--- config.mk ---
export PLATFORM = sky130hd
export DESIGN_NAME = uart_rx_frame18
export DESIGN_NICKNAME = d
export VERILOG_FILES = /design/src/rtl/uart_rx_frame18_pkg.sv /design/src/rtl/uart_rx_sync.sv /design/src/rtl/uart_rx_frame18.sv
export SDC_FILE = /design/constraint.sdc
export NUM_CORES = 1
export LEC_CHECK = 0
export CAP_MARGIN = 25
export CELL_PAD_IN_SITES_DETAIL_PLACEMENT = 2
export CELL_PAD_IN_SITES_GLOBAL_PLACEMENT = 2
export CORE_ASPECT_RATIO = 1.2
export CORE_MARGIN = 3
export CORE_UTILIZATION = 34
export DETAILED_ROUTE_END_ITERATION = 16
export GPL_ROUTABILITY_DRIVEN = 0
export PLACE_DENSITY_LB_ADDON = 0.1
export SKIP_LAST_GASP = 1
export SLEW_MARGIN = 20
export SYNTH_ARGS = -nofsm -noshare
export SYNTH_HDL_FRONTEND = slang
export SYNTH_SLANG_ARGS = --single-unit
--- constraint.sdc ---
create_clock -name sys_clk -period 2 [get_ports sys_clk]
set_input_delay 0.2 -clock sys_clk [delete_from_list [all_inputs] [get_ports sys_clk]]
set_output_delay 0.2 -clock sys_clk [all_outputs]
set_load 0.02 [all_outputs]
--- src/rtl/uart_rx_frame18_pkg.sv ---
// Shared constants and FSM state encoding for the sensor-link UART (receiver and transmitter).
package uart_rx_frame18_pkg;

    localparam int unsigned UART_CLKS_PER_BIT = 576;
    localparam int unsigned UART_DATA_BITS    = 18;

    typedef enum logic [2:0] {
        IDLE      = 3'd0,
        START     = 3'd1,
        DATA      = 3'd2,
        STOP      = 3'd3,
        WAIT_IDLE = 3'd4
    } rx_state_e;

endpackage

--- src/rtl/uart_rx_sync.sv ---
// Multi-flop synchroniser for the asynchronous serial line; resets to the idle (high) level.
module uart_rx_sync #(
    parameter int unsigned STAGES = 2
) (
    input  logic sys_clk,
    input  logic sys_reset,
    input  logic uart_rxd,
    output logic rxs
);

    logic [STAGES-1:0] sync_q;

    always_ff @(posedge sys_clk) begin
        if (sys_reset) begin
            sync_q <= '1;
        end else begin
            sync_q <= {sync_q[STAGES-2:0], uart_rxd};
        end
    end

    assign rxs = sync_q[STAGES-1];

endmodule

--- src/rtl/uart_rx_frame18.sv ---
// 20-bit frame UART receiver (start, 18 data bits LSB first, stop) with valid/ack handshake.
module uart_rx_frame18
    import uart_rx_frame18_pkg::*;
#(
    parameter int unsigned CLKS_PER_BIT = UART_CLKS_PER_BIT,
    parameter int unsigned DATA_BITS    = UART_DATA_BITS,
    parameter int unsigned SYNC_STAGES  = 2
) (
    input  logic                 sys_clk,
    input  logic                 sys_reset,
    input  logic                 uart_rxd,
    input  logic                 rx_ack,
    output logic [DATA_BITS-1:0] rx_data,
    output logic                 rx_valid,
    output logic                 rx_frame_err,
    output logic                 rx_overrun,
    output logic                 rx_busy
);

    localparam int unsigned CNT_W = $clog2(CLKS_PER_BIT);
    localparam int unsigned IDX_W = $clog2(DATA_BITS);

    localparam logic [CNT_W-1:0] HALF_LAST = CNT_W'(CLKS_PER_BIT / 2 - 1);
    localparam logic [CNT_W-1:0] BIT_LAST  = CNT_W'(CLKS_PER_BIT - 1);
    localparam logic [IDX_W-1:0] IDX_LAST  = IDX_W'(DATA_BITS - 1);

    logic                 rxs;
    rx_state_e            state;
    logic [CNT_W-1:0]     clk_cnt;
    logic [IDX_W-1:0]     bit_idx;
    logic [DATA_BITS-1:0] shift_q;

    uart_rx_sync #(
        .STAGES   (SYNC_STAGES)
    ) u_sync (
        .sys_clk  (sys_clk),
        .sys_reset(sys_reset),
        .uart_rxd (uart_rxd),
        .rxs      (rxs)
    );

    // Frame FSM, bit timing, shift register and consumer handshake.
    always_ff @(posedge sys_clk) begin
        if (sys_reset) begin
            state        <= IDLE;
            clk_cnt      <= '0;
            bit_idx      <= '0;
            shift_q      <= '0;
            rx_data      <= '0;
            rx_valid     <= 1'b0;
            rx_frame_err <= 1'b0;
            rx_overrun   <= 1'b0;
            rx_busy      <= 1'b0;
        end else begin
            rx_frame_err <= 1'b0;
            if (rx_ack && rx_valid) begin
                rx_valid   <= 1'b0;
                rx_overrun <= 1'b0;
            end

            case (state)
                IDLE: begin
                    if (!rxs) begin
                        state   <= START;
                        clk_cnt <= '0;
                        rx_busy <= 1'b1;
                    end
                end
                START: begin
                    if (clk_cnt == HALF_LAST) begin
                        clk_cnt <= '0;
                        bit_idx <= '0;
                        if (!rxs) begin
                            state <= DATA;
                        end else begin
                            state   <= IDLE;
                            rx_busy <= 1'b0;
                        end
                    end else begin
                        clk_cnt <= clk_cnt + CNT_W'(1);
                    end
                end
                DATA: begin
                    if (clk_cnt == BIT_LAST) begin
                        clk_cnt          <= '0;
                        shift_q[bit_idx] <= rxs;
                        if (bit_idx == IDX_LAST) begin
                            state <= STOP;
                        end else begin
                            bit_idx <= bit_idx + IDX_W'(1);
                        end
                    end else begin
                        clk_cnt <= clk_cnt + CNT_W'(1);
                    end
                end
                STOP: begin
                    if (clk_cnt == BIT_LAST) begin
                        clk_cnt <= '0;
                        if (rxs) begin
                            // A same-cycle ack releases the old frame, so no overrun.
                            rx_data    <= shift_q;
                            rx_valid   <= 1'b1;
                            rx_overrun <= rx_valid & ~rx_ack;
                            state      <= IDLE;
                            rx_busy    <= 1'b0;
                        end else begin
                            rx_frame_err <= 1'b1;
                            state        <= WAIT_IDLE;
                        end
                    end else begin
                        clk_cnt <= clk_cnt + CNT_W'(1);
                    end
                end
                WAIT_IDLE: begin
                    if (rxs) begin
                        state   <= IDLE;
                        rx_busy <= 1'b0;
                    end
                end
                default: begin
                    state   <= IDLE;
                    rx_busy <= 1'b0;
                end
            endcase
        end
    end

endmodule

==> run metrics, run 1 <==
critical path class flip-flop to flip-flop; Post-Syn Area per Cell approximately 8.3 um2; Worst Path Arrival 2150 ps; Worst R2R Setup Slack 130 ps; clk_skew 12.2 ps; fin crit share 93.7%; cell row count 36; run status completed; Synth-to-Final Area Change 24.1%; Crit Path Max Fanout 10; final hold viol count 0; Initial Util 35.1%; RSZ-0062 raised after global routing true; Worst R2R Start clk_cnt[1]; placed cell areas 3340 um2; EDFF count, synth 0; vias per cell 5.58; clk buf depth 2; CTS Root Cell clkbuf_8; IO Pins 26; synth top area cells dfxtp_1, a21oi_1, o21ai_0; Slew Viols, Final 0; WP data required between 2000 and 2500 ps; cell area after layout 3570 um2; Slew HR between 60 and 70%; Setup violations, final 0; width of the die 90 um; total grt overflow 0; DP HPWL 6820 um; Yosys top cell by area dfxtp_1; Final #Nets around 390; Crit. End Element flip-flop; Post-Syn Instances 345; All-Layer GR Usage 21.1%; Yosys top cell area share 41.7%; WL/cell 19.2 um; leakage 1.18 nW; Die Ht 107 um; CTS Buf Count 9; Power Density between 600 and 700 nW/um2; Hold WC Path Type input pin to flip-flop; vias in the first global route 3018; Placed Cells incl. Taps 480; RR Endpoint bit_idx[4]; Top FF cell, synth dfxtp_1; Critical Path Start Type flip-flop; worst skew pair latency 350 ps; Fill cells 948; Async S/R FF share, synth 0%; Worst Tran Pin Value 570 ps; initial DRC count a little over 80; largest net degree at the start of global routing 42; DR DRC count 0; TritonRoute pass-1 iters 4; htree depth 3; Die Area 9610 um2; Placeable Area approximately 8000 um2; initial antenna violation count 0; Worst-path clk slew 70 ps; worst hold start sys_reset; CTS tree done; via count 2783; post-synth cell types 51; Syn Nets between 300 and 400; antenna viol nets, final 0; Routed WL 9580 um; min Tclk post-route around 1900 ps; I/O Buffers 25; share of layout cells above drive strength 1 14.8%; hold_buf cts 0; WHS Endpoint state[0]; Ys Warns 0; register bit total from synthesis 60; Cell Count, Final, Fillers Out around 500; R2R cell count 6; sequential share of the synthesized area a little over two fifths; Peak Freq 534 MHz; Max Cap Viol 0; Mapped Area 2880 um2; first-pass GRT wire length 16000 um; Antenna diodes 0; CTS sink count 60; worst vdd ir 0.296 mV; Hold Path Depth 3
-- worst max-delay path: stages, from the launching register on --
cell	delay, ps
dfxtp_1	410
ha_1	200
and4_4	290
nand4_1	220
buf_4	260
a211oi_2	230
mux2i_1	200
-- worst max-delay path by stage --
stage               startpoint  cells past startpoint  slack (ps)    endpoint
floorplan           clk_cnt[0]                      6         280    state[0]
global placement    clk_cnt[1]                      6         140  bit_idx[4]
detailed placement  clk_cnt[1]                      6          30  bit_idx[4]
CTS                 bit_idx[1]                      6          50  shift_q[9]
global route          state[2]                      4         -20  rx_data[1]
finish              clk_cnt[1]                      6         130  bit_idx[4]
-- final cells by class --
class | instances | area, um2 | area share, %
Sequential cell | 60 | 1200 | 33.6
Tap cell | 114 | 143 | 3.99
Clock buffer | 9 | 124 | 3.47
Multi-Input combinational cell | 247 | 1530 | 42.9
Timing Repair Buffer | 52 | 460 | 12.9
Inverter | 10 | 37.5 | 1.05
Clock inverter | 7 | 75.1 | 2.10
-- Yosys cell counts (4+ instances only) --
cell type	instances
mux2i_1	5
clkbuf_1	17
nand3_1	41
a211oi_1	4
o211ai_1	5
dfxtp_1	60
inv_1	9
nor3_1	8
ha_1	5
buf_2	6
o21ai_0	42
and4_1	6
nor2_1	7
a21oi_1	44
nor4bb_1	4
nand2_1	21
nand4_1	12
-- per-layer routing --
metal	GRT usage, %	vias to the layer above	part of all wire, %
met3	4.07	11	1.8
met1	22.8	1391	41
met2	41.3	28	56
met5	0	-	0
li1	-	1353	-
met4	5.91	0	1.5
-- power by group --
group	internal (mW)	switching, mW
Combinational	0.0303	0.0651
Clock	0.581	0.543
Sequential	1.20	0.00718
-- through the flow --
step	setup slack [ps]	hold slack, ps	power, mW	setup TNS [ps]	util [%]
finish	126	273	2.43	0	43.6
global route	-18.3	288	2.53	-40.1	43.6
CTS	52.6	271	2.45	0	43.1
detailed placement	26.7	408	1.33	0	40.7
global placement	141	393	1.33	0	40.7
floorplan	276	304	1.29	0	-
-- placed cells by master (no fill, tap or decap), types with 3 or more instances in the layout --
cell type / instances
clkbuf_8: 9
clkinv_4: 3
nand4_1: 12
o21ai_0: 41
a32oi_1: 3
nor2b_1: 3
buf_4: 26
and3_1: 3
dfxtp_1: 60
nand4b_1: 3
nand3_1: 41
mux2i_1: 5
ha_1: 5
a211oi_1: 4
nor2_1: 7
nand2_1: 21
inv_1: 9
a21oi_1: 44
o211ai_1: 5
clkdlybuf4s50_1: 24
and4_1: 4
nor3_1: 8
-- flip-flops by register name (all words and copies together) (netlist names) --
signal / flops
clk_cnt: 10
state: 3
rx_busy: 1
rx_overrun: 1
shift_q: 18
rx_data: 18
u_sync.sync_q: 2
rx_frame_err: 1
rx_valid: 1
bit_idx: 5
-- repair_timing --
item	in CTS	in global routing
pin swaps	0	3
cloned	0	0
resized for setup	2	4
setup endpoints to repair	2	15
setup buffers	0	3
-- kinds of logic after synthesis --
| kind of cell | synth area share, % |
|---|---|
| DFF | 41.7 |
| buffers and inverters | 5.61 |
| and+or+nand+nor | 24.4 |
| adders and majority gates | 2.52 |
| AOI/OAI and AO/OA | 23.1 |
| muxes | 1.74 |
| xor gates and xnor gates | 0.913 |
Power figures use the tool's default switching activity.
==> run 2, diff against run 1 <==
CORE_MARGIN = 2   (was 3)
==> run 2 against run 1 <==
Compared with the run above: fmax is 1.6% higher; largest power group unchanged; worst setup slack better by 29 ps; sequential share of layout area is 0.28 points higher; cell count is 0.60% lower; total power is 0.27% lower; worst hold slack worse by 96 ps; first-iteration DRC count is 7.4% lower; clock power hardly changed; non-clock buffer count is 3 lower; global-route usage is 0.78 points higher; clock skew is 2.7 ps lower; register-to-register slack better by 30 ps.
==> run metrics, run 2 (same netlist as run 1, synthesis figures left out) <==
run status completed; initial antenna violation count 0; All-Layer GR Usage between 20 and 25%; leakage roughly 1.2 nW; Placed Cells incl. Taps 479; Slew HR 61.8%; CTS tree done; CP max-delay cell dfxtp_1; DP HPWL 6710 um; hold_buf cts 0; share of layout cells above drive strength 1 13.4%; final hold viol count 0; vias in the first global route 2997; Peak Freq between 500 and 600 MHz; most frequent cells in the layout dfxtp_1, a21oi_1, o21ai_0, nand3_1, clkdlybuf4s50_1; CTS Buf Count 9; Pwr Total 2.42 mW; CTS Root Cell clkbuf_8; critical path class flip-flop to flip-flop; Worst-path clk slew 70 ps; Power Density 682 nW/um2; Critical Path Start Type flip-flop; Die Area 9220 um2; Crit Path Max Fanout 5; TritonRoute pass-1 iters 4; clk buf depth 2; WP data required 2220 ps; Die Ht 105 um; Initial Util between 30% and 40%; width of the die 88 um; first-pass GRT wire length ~16000 um; WL/cell around 19 um; Antenna diodes 0; largest net degree at the start of global routing 37; I/O Buffers 25; Max Cap Viol 0; clk_skew approximately 9.5 ps; Final #Nets just under 400; worst vdd ir between 0.2 and 0.3 mV; biggest regs rx_data: 18 flops, shift_q: 18 flops, clk_cnt: 10 flops; fin crit share 92.2%; Synth-to-Final Area Change 23.2%; vias per cell about 5.6; cells along the critical path ha_1 > nor4bb_1 > nand4_1 > o21ai_0 > a21oi_1; commonest non-fill, non-tap cell in the layout dfxtp_1; min Tclk post-route 1840 ps; total grt overflow 0; Hold WC Path Type input pin to flip-flop; Cell Count, Final, Fillers Out slightly below 500; CTS sink count 60; Worst Path Arrival ~2100 ps; via count 2753; max incr delay on CP 420 ps; Setup violations, final 0; antenna viol nets, final 0; Core Util, Final 43.5%; initial DRC count 75; worst skew pair latency between 300 and 400 ps; htree depth 3; setup total negative slack 0 ps; IO Pins 26; DR DRC count 0; Slew Viols, Final 0; Worst Tran Pin Value 569 ps; RSZ-0062 raised after global routing false; cell row count 36; Crit. End Element flip-flop; Placeable Area 8150 um2; Routed WL 9260 um
[run 2: cell types whose count changed in the layout (fill, tap and decap cells not counted), sizes merged]
cell and change:
clkbuf +3, clkinv -2, buf -3, inv -1
[run 2: timing repair]
action,in CTS,in global routing
setup endpoints to repair,5,43
setup buffers,0,1
gates resized for setup,2,4
pin swaps,0,1
[run 2: where the power goes]
group | internal, mW | total (mW) | switching, mW
clock network | 0.608 | 1.12 | 0.510
registers | 1.20 | 1.21 | 0.00771
logic | 0.0309 | 0.0937 | 0.0628
total | 1.84 | 2.42 | 0.581
[run 2: layer usage]
metal	track usage (%)	wire (um)
met1	24.3	3890
met2	40.4	5030
met3	3.87	162
met4	7.69	173
met5	0	0
[run 2: critical path: cells and delay by family, from the launching register on]
| kind | cells | cell delay [ps] |
|---|---|---|
| adder cells (fa/ha/maj) | 1 | 210 |
| flip-flops | 1 | 420 |
| AO/OA/AOI/OAI | 2 | 390 |
| AND/OR/NAND/NOR | 2 | 690 |
[run 2: path summary, 6_finish.rpt]
path,depth (start not counted),slack [ps],end,startpoint
worst max register to register,5,160,shift_q[11],bit_idx[1]
worst max-delay path,5,160,shift_q[11],bit_idx[1]
worst min register to register,1,410,u_sync.sync_q[1],u_sync.sync_q[0]
worst min-delay path,2,180,bit_idx[0],sys_reset
[run 2: area by class of cell]
class                      count  area (um2)
clock buffer                  12         145
clock inverter                 4        48.8
fill                         937        4610
inverter                      10        37.5
multi-input combinational    247        1530
sequential                    60        1200
tap                          114         143
timing repair buffer          49         438
[run 2: per-stage QoR]
step	hold WS (ps)	area (um2)	setup WS, ps
5_1_grt	186	3550	17.2
4_1_cts	167	3530	3.92
6_report	177	3550	155
2_1_floorplan	304	2880	276
3_3_place_gp	392	3330	75.9
3_5_place_dp	397	3330	-32.9
==> run 3, diff against run 2 <==
CORE_ASPECT_RATIO = default   (was 1.2)
==> run 3 against run 2 <==
Compared with the run above: cell area is 0.71% higher; first-iteration DRC count up 33%; worst hold slack improved by 120 ps; via count grew 3.0%; critical endpoint is now shift_q[10]; largest power group is now the clock network; highest routed layer unchanged.
==> run metrics, run 3 (same netlist as run 1, synthesis figures left out) <==
worst hold slack 301 ps; initial antenna violation count 0; Max Cap Viol 0; Multi-input gate area between 1500 and 2000 um2; IO Pins 26; vias per cell 5.77; Critical Path Start Type flip-flop; leakage approximately 1.2 nW; Worst Tran Pin Value 471 ps; DP HPWL ~6500 um; Slew Viols, Final 0; WP data required 2230 ps; Worst R2R Setup Slack 60 ps; vias in the first global route 2917; placed cell areas 3310 um2; All-Layer GR Usage 22.3%; CTS tree done; run status completed; cell area after layout roughly 3600 um2; RSZ-0062 raised after global routing true; cell row count 33; register area 1200 um2; Hold WC Path Type input pin to flip-flop; Cell Count, Final, Fillers Out 491; most frequent cells in the layout dfxtp_1, a21oi_1, nand3_1; worst vdd ir 0.299 mV; share of layout cells above drive strength 1 14.8%; Synth-to-Final Area Change 24.1%; largest net degree at the start of global routing 32; Fill cells 935; Pwr Total ~2.6 mW; CTS Root Cell clkbuf_8; I/O Buffers 25; first-pass GRT wire length roughly 15000 um; Die Ht 96.0 um; worst skew pair latency between 300 and 400 ps; Worst-path clk slew about 80 ps; Placed Cells incl. Taps approximately 470; WL/cell 19.6 um; Final #Nets 390; commonest non-fill, non-tap cell in the layout dfxtp_1; Antenna diodes 0; clk_skew 11.5 ps; width of the die 96.0 um; via count about 2800; critical path class flip-flop to flip-flop; min Tclk post-route about 1900 ps; Power Density 715 nW/um2; Peak Freq 516 MHz; htree depth 3; final hold viol count 0; Crit Path Max Fanout 10; Setup violations, final 0; Slew HR between 60% and 70%; Placeable Area about 8200 um2; clk buf depth 2; initial DRC count 100; total grt overflow 0; CTS sink count 60; biggest regs rx_data: 18 flops, shift_q: 18 flops, clk_cnt: 10 flops; CTS Buf Count 9; Routed WL 9620 um; DR DRC count 0; Die Area a little over 9000 um2; fin crit share 96.9%; Crit. End Element flip-flop; Initial Util 35.0%; antenna viol nets, final 0; TritonRoute pass-1 iters 4; Worst Path Arrival around 2200 ps
[run 3: cell types whose count changed in the layout (fill, tap and decap cells not counted), sizes merged]
| cell | delta |
|---|---|
| buf | +4 |
| clkbuf | -3 |
| bufinv | +1 |
| clkinv | +1 |
| inv | +1 |
[run 3: worst paths after layout]
path | start | endpoint | cells past startpoint
hold / removal | sys_reset | bit_idx[1] | 4
setup / recovery | clk_cnt[0] | shift_q[10] | 6
setup reg to reg | clk_cnt[0] | shift_q[10] | 6
hold reg to reg | u_sync.sync_q[0] | u_sync.sync_q[1] | 1
[run 3: area by class of cell]
type / count / area share, %
Tap cell: 105 / 3.68
Timing Repair Buffer: 53 / 12.7
Multi-Input combinational cell: 247 / 42.6
Clock buffer: 9 / 3.47
Sequential cell: 60 / 33.6
Clock inverter: 7 / 2.80
Inverter: 10 / 1.05
[run 3: metal layers]
layer	track usage, %	vias up	wire length [um]
met4	6.07	0	110
met1	30.1	1420	4690
met2	36.2	51	4460
li1	-	1353	-
met5	0	-	0
met3	4.23	11	355
[run 3: power by group]
group / internal (mW) / switching, mW / leakage [nW]
sequential: 1.20 / 0.00674 / 0.484
clock: 0.709 / 0.541 / 0.114
combinational: 0.0322 / 0.0669 / 0.588
total: 1.94 / 0.615 / 1.19
[run 3: per-stage QoR]
stage / setup TNS, ps / setup slack (ps) / util (%)
after floorplan: 0 / 276 / -
after global placement: 0 / 85.7 / 40.3
after detailed placement: -594 / -87.6 / 40.3
after CTS: 0 / 5.09 / 43.3
after global routing: -118 / -35.2 / 43.5
final: 0 / 62.0 / 43.5
[run 3: critical path, stage by stage, from the launching register on]
cell	delay [ps]
dfxtp_1	450
ha_1	260
and4_4	330
buf_4	170
nand4_1	230
o21ai_0	270
a21oi_1	100
[run 3: what timing repair did]
| item | CTS | global route |
|---|---|---|
| resized for setup | 2 | 8 |
| pin swaps | 2 | 1 |
| endpoints found under the setup margin | 33 | 36 |
| hold buffers | 0 | 0 |
| buffers inserted | 2 | 2 |
| hold endpoints to repair | 0 | 0 |
